==> src/rtl/mm_bram_responder.sv <==
// mm_bram_responder: single-clock word array standing in for the Montgomery
// multiplier's external Block RAM. The core port (byte-addressed, byte write
// enables, read-first) always wins; a host port with a req/ack handshake
// preloads operands and unloads results when the core port is idle.
// Optional build macro: MM_BRAM_OUTREG_EN adds an output register on both
// read paths (read latency 2 instead of 1).
module mm_bram_responder #(
   parameter int DEPTH = 64
) (
   input  logic                     clock_i,
   input  logic                     reset_ni,
   // core (BRAM master) port
   input  logic                     BRAM_en_i,
   input  logic [3:0]               BRAM_we_i,
   input  logic [31:0]              BRAM_addr_i,
   input  logic [31:0]              BRAM_din_i,
   output logic [31:0]              BRAM_dout_o,
   // host port
   input  logic                     host_req_i,
   input  logic                     host_we_i,
   input  logic [$clog2(DEPTH)-1:0] host_addr_i,
   input  logic [31:0]              host_wdata_i,
   output logic                     host_ack_o,
   output logic [31:0]              host_rdata_o,
   output logic                     host_rvalid_o,
   output logic                     err_o
);

   localparam int AW = $clog2(DEPTH);

   typedef enum logic {
      ST_IDLE  = 1'b0,
      ST_GRANT = 1'b1
   } state_t;

   logic [31:0] mem_q [DEPTH];

   state_t      state_q;
   logic        host_ack_q;
   logic [31:0] core_rd_q;
   logic [31:0] host_rd_q;
   logic        host_pend_q;
   logic [31:0] host_rdata_q;
   logic        host_rvalid_q;
   logic        err_q;

   // Core address decode: low two bits only flag misalignment, upper bits
   // beyond the array make the access out of range.
   logic [AW-1:0] core_idx;
   logic          core_oor;
   logic          core_misaligned;
   logic          core_wr;
   logic          host_go;
   logic          err_d;

   assign core_idx        = BRAM_addr_i[AW+1:2];
   assign core_oor        = |BRAM_addr_i[31:AW+2];
   assign core_misaligned = |BRAM_addr_i[1:0];
   assign core_wr         = BRAM_en_i & ~core_oor & (|BRAM_we_i);

   // The host is served only on a cycle the core leaves idle, so the two
   // ports never touch the array on the same edge.
   assign host_go = (state_q == ST_IDLE) & host_req_i & ~BRAM_en_i;
   assign err_d   = err_q | (BRAM_en_i & (core_misaligned | core_oor));

   // Array writes: core byte lanes, or a full host word when granted.
   // NOTE: the array has no reset on purpose; contents survive reset and a
   // resettable array could not map onto block RAM.
   always_ff @(posedge clock_i) begin
      if (core_wr) begin
         for (int b = 0; b < 4; b++) begin
            if (BRAM_we_i[b]) mem_q[core_idx][8*b +: 8] <= BRAM_din_i[8*b +: 8];
         end
      end else if (host_go && host_we_i) begin
         mem_q[host_addr_i] <= host_wdata_i;
      end
   end

   // Core read stage and sticky error flag; the read holds when en is low.
   // NOTE: non-blocking assignment here is what makes the read return the
   // pre-write word when the same edge also writes it (read-first).
   always_ff @(posedge clock_i or negedge reset_ni) begin
      if (!reset_ni) begin
         core_rd_q <= '0;
         err_q     <= 1'b0;
      end else begin
         if (BRAM_en_i) core_rd_q <= core_oor ? 32'h0 : mem_q[core_idx];
         err_q <= err_d;
      end
   end

   // Host arbitration FSM: one-cycle GRANT with a registered ack pulse.
   always_ff @(posedge clock_i or negedge reset_ni) begin
      if (!reset_ni) begin
         state_q    <= ST_IDLE;
         host_ack_q <= 1'b0;
      end else begin
         case (state_q)
            ST_IDLE: begin
               if (host_go) begin
                  state_q    <= ST_GRANT;
                  host_ack_q <= 1'b1;
               end else begin
                  host_ack_q <= 1'b0;
               end
            end
            default: begin
               state_q    <= ST_IDLE;
               host_ack_q <= 1'b0;
            end
         endcase
      end
   end

   // Host read launch: capture the word on the grant edge.
   always_ff @(posedge clock_i or negedge reset_ni) begin
      if (!reset_ni) begin
         host_rd_q   <= '0;
         host_pend_q <= 1'b0;
      end else begin
         host_pend_q <= host_go & ~host_we_i;
         if (host_go && !host_we_i) host_rd_q <= mem_q[host_addr_i];
      end
   end

`ifdef MM_BRAM_OUTREG_EN
   logic        core_vld_q;
   logic [31:0] core_dout_q;
   logic [31:0] host_s2_q;
   logic        host_s2_vld_q;

   // Output register stage: loads only when the stage before holds fresh data.
   always_ff @(posedge clock_i or negedge reset_ni) begin
      if (!reset_ni) begin
         core_vld_q    <= 1'b0;
         core_dout_q   <= '0;
         host_s2_q     <= '0;
         host_s2_vld_q <= 1'b0;
      end else begin
         core_vld_q    <= BRAM_en_i;
         if (core_vld_q) core_dout_q <= core_rd_q;
         host_s2_vld_q <= host_pend_q;
         if (host_pend_q) host_s2_q <= host_rd_q;
      end
   end

   // Host read return, one stage behind the output register.
   always_ff @(posedge clock_i or negedge reset_ni) begin
      if (!reset_ni) begin
         host_rdata_q  <= '0;
         host_rvalid_q <= 1'b0;
      end else begin
         host_rvalid_q <= host_s2_vld_q;
         if (host_s2_vld_q) host_rdata_q <= host_s2_q;
      end
   end

   assign BRAM_dout_o = core_dout_q;
`else
   // Host read return: rdata holds its last value, rvalid pulses once.
   always_ff @(posedge clock_i or negedge reset_ni) begin
      if (!reset_ni) begin
         host_rdata_q  <= '0;
         host_rvalid_q <= 1'b0;
      end else begin
         host_rvalid_q <= host_pend_q;
         if (host_pend_q) host_rdata_q <= host_rd_q;
      end
   end

   assign BRAM_dout_o = core_rd_q;
`endif

   assign host_ack_o    = host_ack_q;
   assign host_rdata_o  = host_rdata_q;
   assign host_rvalid_o = host_rvalid_q;
   assign err_o         = err_q;

endmodule

==> config.mk <==
export PLATFORM = sky130hd
export DESIGN_NAME = mm_bram_responder
export DESIGN_NICKNAME = d
export VERILOG_FILES = /design/src/rtl/mm_bram_responder.sv
export SDC_FILE = /design/constraint.sdc
export NUM_CORES = 2
export LEC_CHECK = 0
export CORE_UTILIZATION = 46
export DETAILED_ROUTE_END_ITERATION = 12
export SLEW_MARGIN = 20
export SYNTH_ARGS = -nofsm -noshare
export SYNTH_HDL_FRONTEND = slang
export SYNTH_SLANG_ARGS = --single-unit
==> constraint.sdc <==
create_clock -name clock_i -period 3.4 [get_ports clock_i]
set_input_delay 0.68 -clock clock_i [delete_from_list [all_inputs] [get_ports clock_i]]
set_output_delay 0.68 -clock clock_i [all_outputs]
set_load 0.02 [all_outputs]
Yosys cells after proc, flatten, opt, wreduce, memory -nomap -nowiden
Memories as Yosys holds them, arrays and structs flattened. A register that Yosys moved wholly into a read port is not among the register bits.
Index checks and enable logic that the tools add are counted.
{ "totals": {"ff_bits": 68, "ramBits": 2048, "input_bits": 111, "out_inout_bits": 67, "memories": 1} }
{ "memory_table": {"columns": ["name", "depth", "width", "rd", "rd_clocked_by_memory_dff", "wr", "line_no", "source"], "rows": [
  ["mem_q", 64, 32, 2, 1, 1, "36", "logic [31:0] mem_q [DEPTH];"]
]} }
{ "op_classes": {"muxes": 21, "bitwise": 12, "reduce_logical": 8} }
{ "ops": {"columns": ["op", "n"], "rows": [
  ["32-bit 2-to-1 mux", 2],
  ["32-bit OR reduction", 1],
  ["24-bit OR reduction", 1],
  ["1-bit 2-to-1 mux", 17],
  ["1-bit bitwise AND", 6],
  ["6-bit 2-to-1 mux", 1],
  ["4-bit 2-to-1 mux", 1],
  ["1-bit NOT", 4],
  ["4-bit OR reduction", 1],
  ["1-bit logical AND", 2],
  ["1-bit logical NOT", 2],
  ["1-bit bitwise OR", 2],
  ["2-bit OR reduction", 1]
]} }

Logic depth before layout (Yosys ltp)
{ "depth": {"word_depth": 9, "ltp_mapped": 11, "mapped_depth_nobuf": 7} }

Worst setup path before layout
No wires, ideal clock.
{ "synth_path": {"kind": "in2reg", "from": "input port BRAM_addr_i[2]", "to": "memory mem_q[17][10] (enable)", "setup_ps": 383, "t_arrival_ps": 2690, "setup_slack_ps": 327, "path_stages": 9, "n_path_buf": 5, "cell_sequence": "buf_2 -> buf_6 -> buf_4 -> buf_2 -> nand2b_1 -> o21ai_0 -> nand2_1 -> clkbuf_1 -> nor3_1"} }
{ "synth_via": {"elab_chain_len": 1} }
{ "synth_rtl": {"columns": ["item", "line_no", "source"], "rows": [
  ["start: declaration", "15", "input logic [31:0] BRAM_addr_i,"],
  ["6-bit 2-to-1 mux (no line)", null, null],
  ["end: declaration", "36", null]
]} }
Every way passes these cells.

Worst setup path in the final report
{ "layout_path": {"from": "register core_rd_q[12], in the netlist BRAM_dout_o[12]", "to": "output port BRAM_dout_o[12]"} }
{ "layout_lines": {"columns": ["item", "line_no", "source"], "rows": [
  ["start: declaration", "40", "logic [31:0] core_rd_q;"],
  ["start signal: assignment", "87", "if (BRAM_en_i) core_rd_q <= core_oor ? 32'h0 : mem_q[core_idx];"],
  ["end: declaration", "17", "output logic [31:0] BRAM_dout_o,"]
]} }
No word-level cell between the ends.

==> metrics.cfg <==
[clocking]
htree_num_levels=4
numClockSinks=2148
clock_path_buffers=3
ctsResizeCount=0
cts-buffers-inserted=220
cts_tree=yes
postCtsSetupBuffers=0
root_buffer=clkbuf_16
path_clk_slew_ns=0.07
postCtsHoldBufs=1
clk_latency_ns=0.88

[sta]
maxSlewHeadroom_pct=10.83
setup-violations-final=0
fin_crit_sh_pct=84.35
fin_skew_ns=0.03530
slew_viol_final=0
tightest_slew_ns=1.332
fin_hold_ws_ns=0.4108
rsz0062_at_grt=no
tns_ns=0
timing.final.crit_period_ns=2.868
fmax_mhz=348.7
hold_viol=0

[pwr]
p_seq_share_pct=49.0
swShare_pct=23.34
cellPowerDensity_nw_per_um2=513.6
p_int_mw=46.38
power_mw=60.51
p_leak_nw=39.02
pwr-share-clk_pct=41.1
power.switching_mw=14.12
max-vdd-ir-drop_mv=0.6213
power_frac_comb_pct=9.9

[place]
dp.cells=8410
gp_congestion=0.8927
dp_hpwl_um=214900
numPortBuffers=177

[routing]
drtPass1Iterations=5
drc=0
via_per_inst=6.625
first_iter_violations=7819
drt-wirelength-per-cell_um=36.09
postRouteAntennaNets=0
wl_um=318400
num_vias=58460

[floorplanning]
row_count=170
fp.coreArea_um2=214600
die-area_um2=217700
start_util_pct=46.26
ioPinCount=178
die_y_um=466.6
die_width_um=466.6

[yosys]
synth_most_common_cell=edfxtp_1
ys_ff_latch=2148
synth_ff_type=edfxtp_1
ys_types=43
yosysTopAreaCell=edfxtp_1
ys_warn_count=0
synthTopCellsByArea=edfxtp_1, mux4_2, mux2i_1
synth_common_cells=edfxtp_1, mux4_2, nor3_1, mux2i_1, clkbuf_1
synth_area_um2=99280
synthArstFlopShare_pct=4.655
yosysSeqAreaShare_pct=64.46
synth_nets=5215
synth_area_per_cell_um2=19.45
synth_top_area_share_pct=61.94
synth-edff-count=2048
synth_cells=5104

[critical_path]
critPathBufInv=1
crit_fanout=2
crit_path_cell_trace=clkdlybuf4s50_1
worstSetupPathType=flip-flop to output pin
reg2reg_slack_ns=0.65
required_ns=2.72
end_kind=output pin
cp_slowest_cell=clkdlybuf4s50_1
start_kind=flip-flop
path_delay_family=buffers and inverters
max_stage_delay_ns=0.70
cp.arrival_ns=2.19

[layout]
multi_input_area_um2=33440
layout.nets=5906
syn_to_final_growth_pct=18.65
fin_util_pct=54.89
seq_area_um2=64000
nFillCells=16320
instances_no_fill=8823
drive_above_1_share_pct=38.48

[outcome]
status=finished clean

[global_route]
grt_pass1_wl_um=447500
grt_max_degree=65
grt.overflow.total=0
grt_pass1_vias=58140
antenna_found_initial=12
grt_usage_pct=29.36

[min_path]
min_path_type=primary input to asynchronous set/reset pin

[job]
cap_violations=0

stage by stage:
step	worst slack (ns)	area, um2
5_1_grt	0.5376	117800
3_5_place_dp	-0.05960	110400
2_1_floorplan	0.3270	99280
4_1_cts	0.4631	117800
3_3_place_gp	-0.09658	110400
6_report	0.5320	117800
routing by layer:
layer | global-route usage, % | part of all wire (%) | vias up
li1 | - | - | 23510
met1 | 41.17 | 39 | 31330
met2 | 46.05 | 47 | 3111
met3 | 5.744 | 9.3 | 495
met4 | 10.33 | 3.8 | 10
met5 | 0 | 0.021 | -
registers in the layout, summed over array words and instances (netlist names):
name and flops:
BRAM_dout_o 32, err_o 1, host_ack_o 1, host_pend_q 1, host_rd_q 32, host_rdata_o 32, host_rvalid_o 1, mem_q 2048
power groups by stage:
stage / clock, mW / sequential, mW / combinational [mW]
after global routing: 26.1 / 29.7 / 6.17
after floorplan: 0 / 30.2 / 3.01
after CTS: 25.2 / 29.7 / 5.95
final: 24.9 / 29.7 / 5.97
after global placement: 0 / 30.2 / 5.89
after detailed placement: 0 / 30.2 / 5.94
cell usage in the layout, fill, tap and decap left out, drive strengths merged, types with 2 or more instances in the layout:
cell | synthesis | final
nand3b | 7 | 7
nor3 | 322 | 322
mux2 | 196 | 196
a2111oi | 2 | 2
clkinvlp | 0 | 9
and3 | 3 | 3
edfxtp | 2048 | 2048
a22oi | 170 | 170
o31ai | 35 | 35
nor3b | 4 | 4
mux2i | 280 | 280
and2 | 2 | 2
nor4 | 9 | 9
nand2 | 100 | 100
a21boi | 2 | 2
nand4 | 16 | 16
nand2b | 5 | 5
o21ai | 5 | 5
clkdlybuf4s50 | 0 | 167
clkinv | 1 | 92
buf | 208 | 758
bufinv | 0 | 30
o22ai | 94 | 94
nand3 | 99 | 99
mux4 | 967 | 967
a22o | 98 | 98
a21oi | 4 | 4
a221o | 32 | 32
nor2b | 5 | 5
clkbuf | 249 | 274
nor2 | 22 | 22
and3b | 4 | 4
a2bb2oi | 2 | 2
a32oi | 3 | 3
dfrtp | 100 | 100
diode | 0 | 2
inv | 2 | 8
or3b | 3 | 3
logic make-up (layout without fill, tap and decap cells):
group | Yosys count | count (layout) | synth area share, %
other | 0 | 2 | 0
multiplexers | 1443 | 1443 | 26.98
AO/OA/AOI/OAI | 449 | 449 | 3.467
AND/OR/NAND/NOR | 604 | 604 | 3.008
buffers and inverters | 460 | 1339 | 2.081
flip-flops | 2148 | 2148 | 64.46
cell type report:
type                       instances  area share, %
tap                             2838          3.014
inverter                           3       0.009559
timing repair buffer             926          7.992
multi-input combinational       2496          28.38
antenna                            2       0.004249
sequential                      2148          54.33
clock inverter                   136          1.251
clock buffer                     274          5.011
path summary, 6_finish.rpt:
path,to,cells past startpoint,from
max in group asynchronous,host_rdata_o[11]$_DFFE_PN0P_,3,reset_ni
setup / recovery,BRAM_dout_o[12],1,BRAM_dout_o[12]$_DFFE_PN0P_
hold / removal,host_rd_q[6]$_DFFE_PN0P_,2,reset_ni
hold reg to reg,host_rd_q[26]$_DFFE_PN0P_,2,host_rd_q[26]$_DFFE_PN0P_
setup reg to reg,mem_q[55][7]$_DFFE_PP_,7,host_ack_o$_DFF_PN0_
min in group clock_i,BRAM_dout_o[12]$_DFFE_PN0P_,3,BRAM_addr_i[6]
No activity file was read; power rests on OpenSTA's default activity.
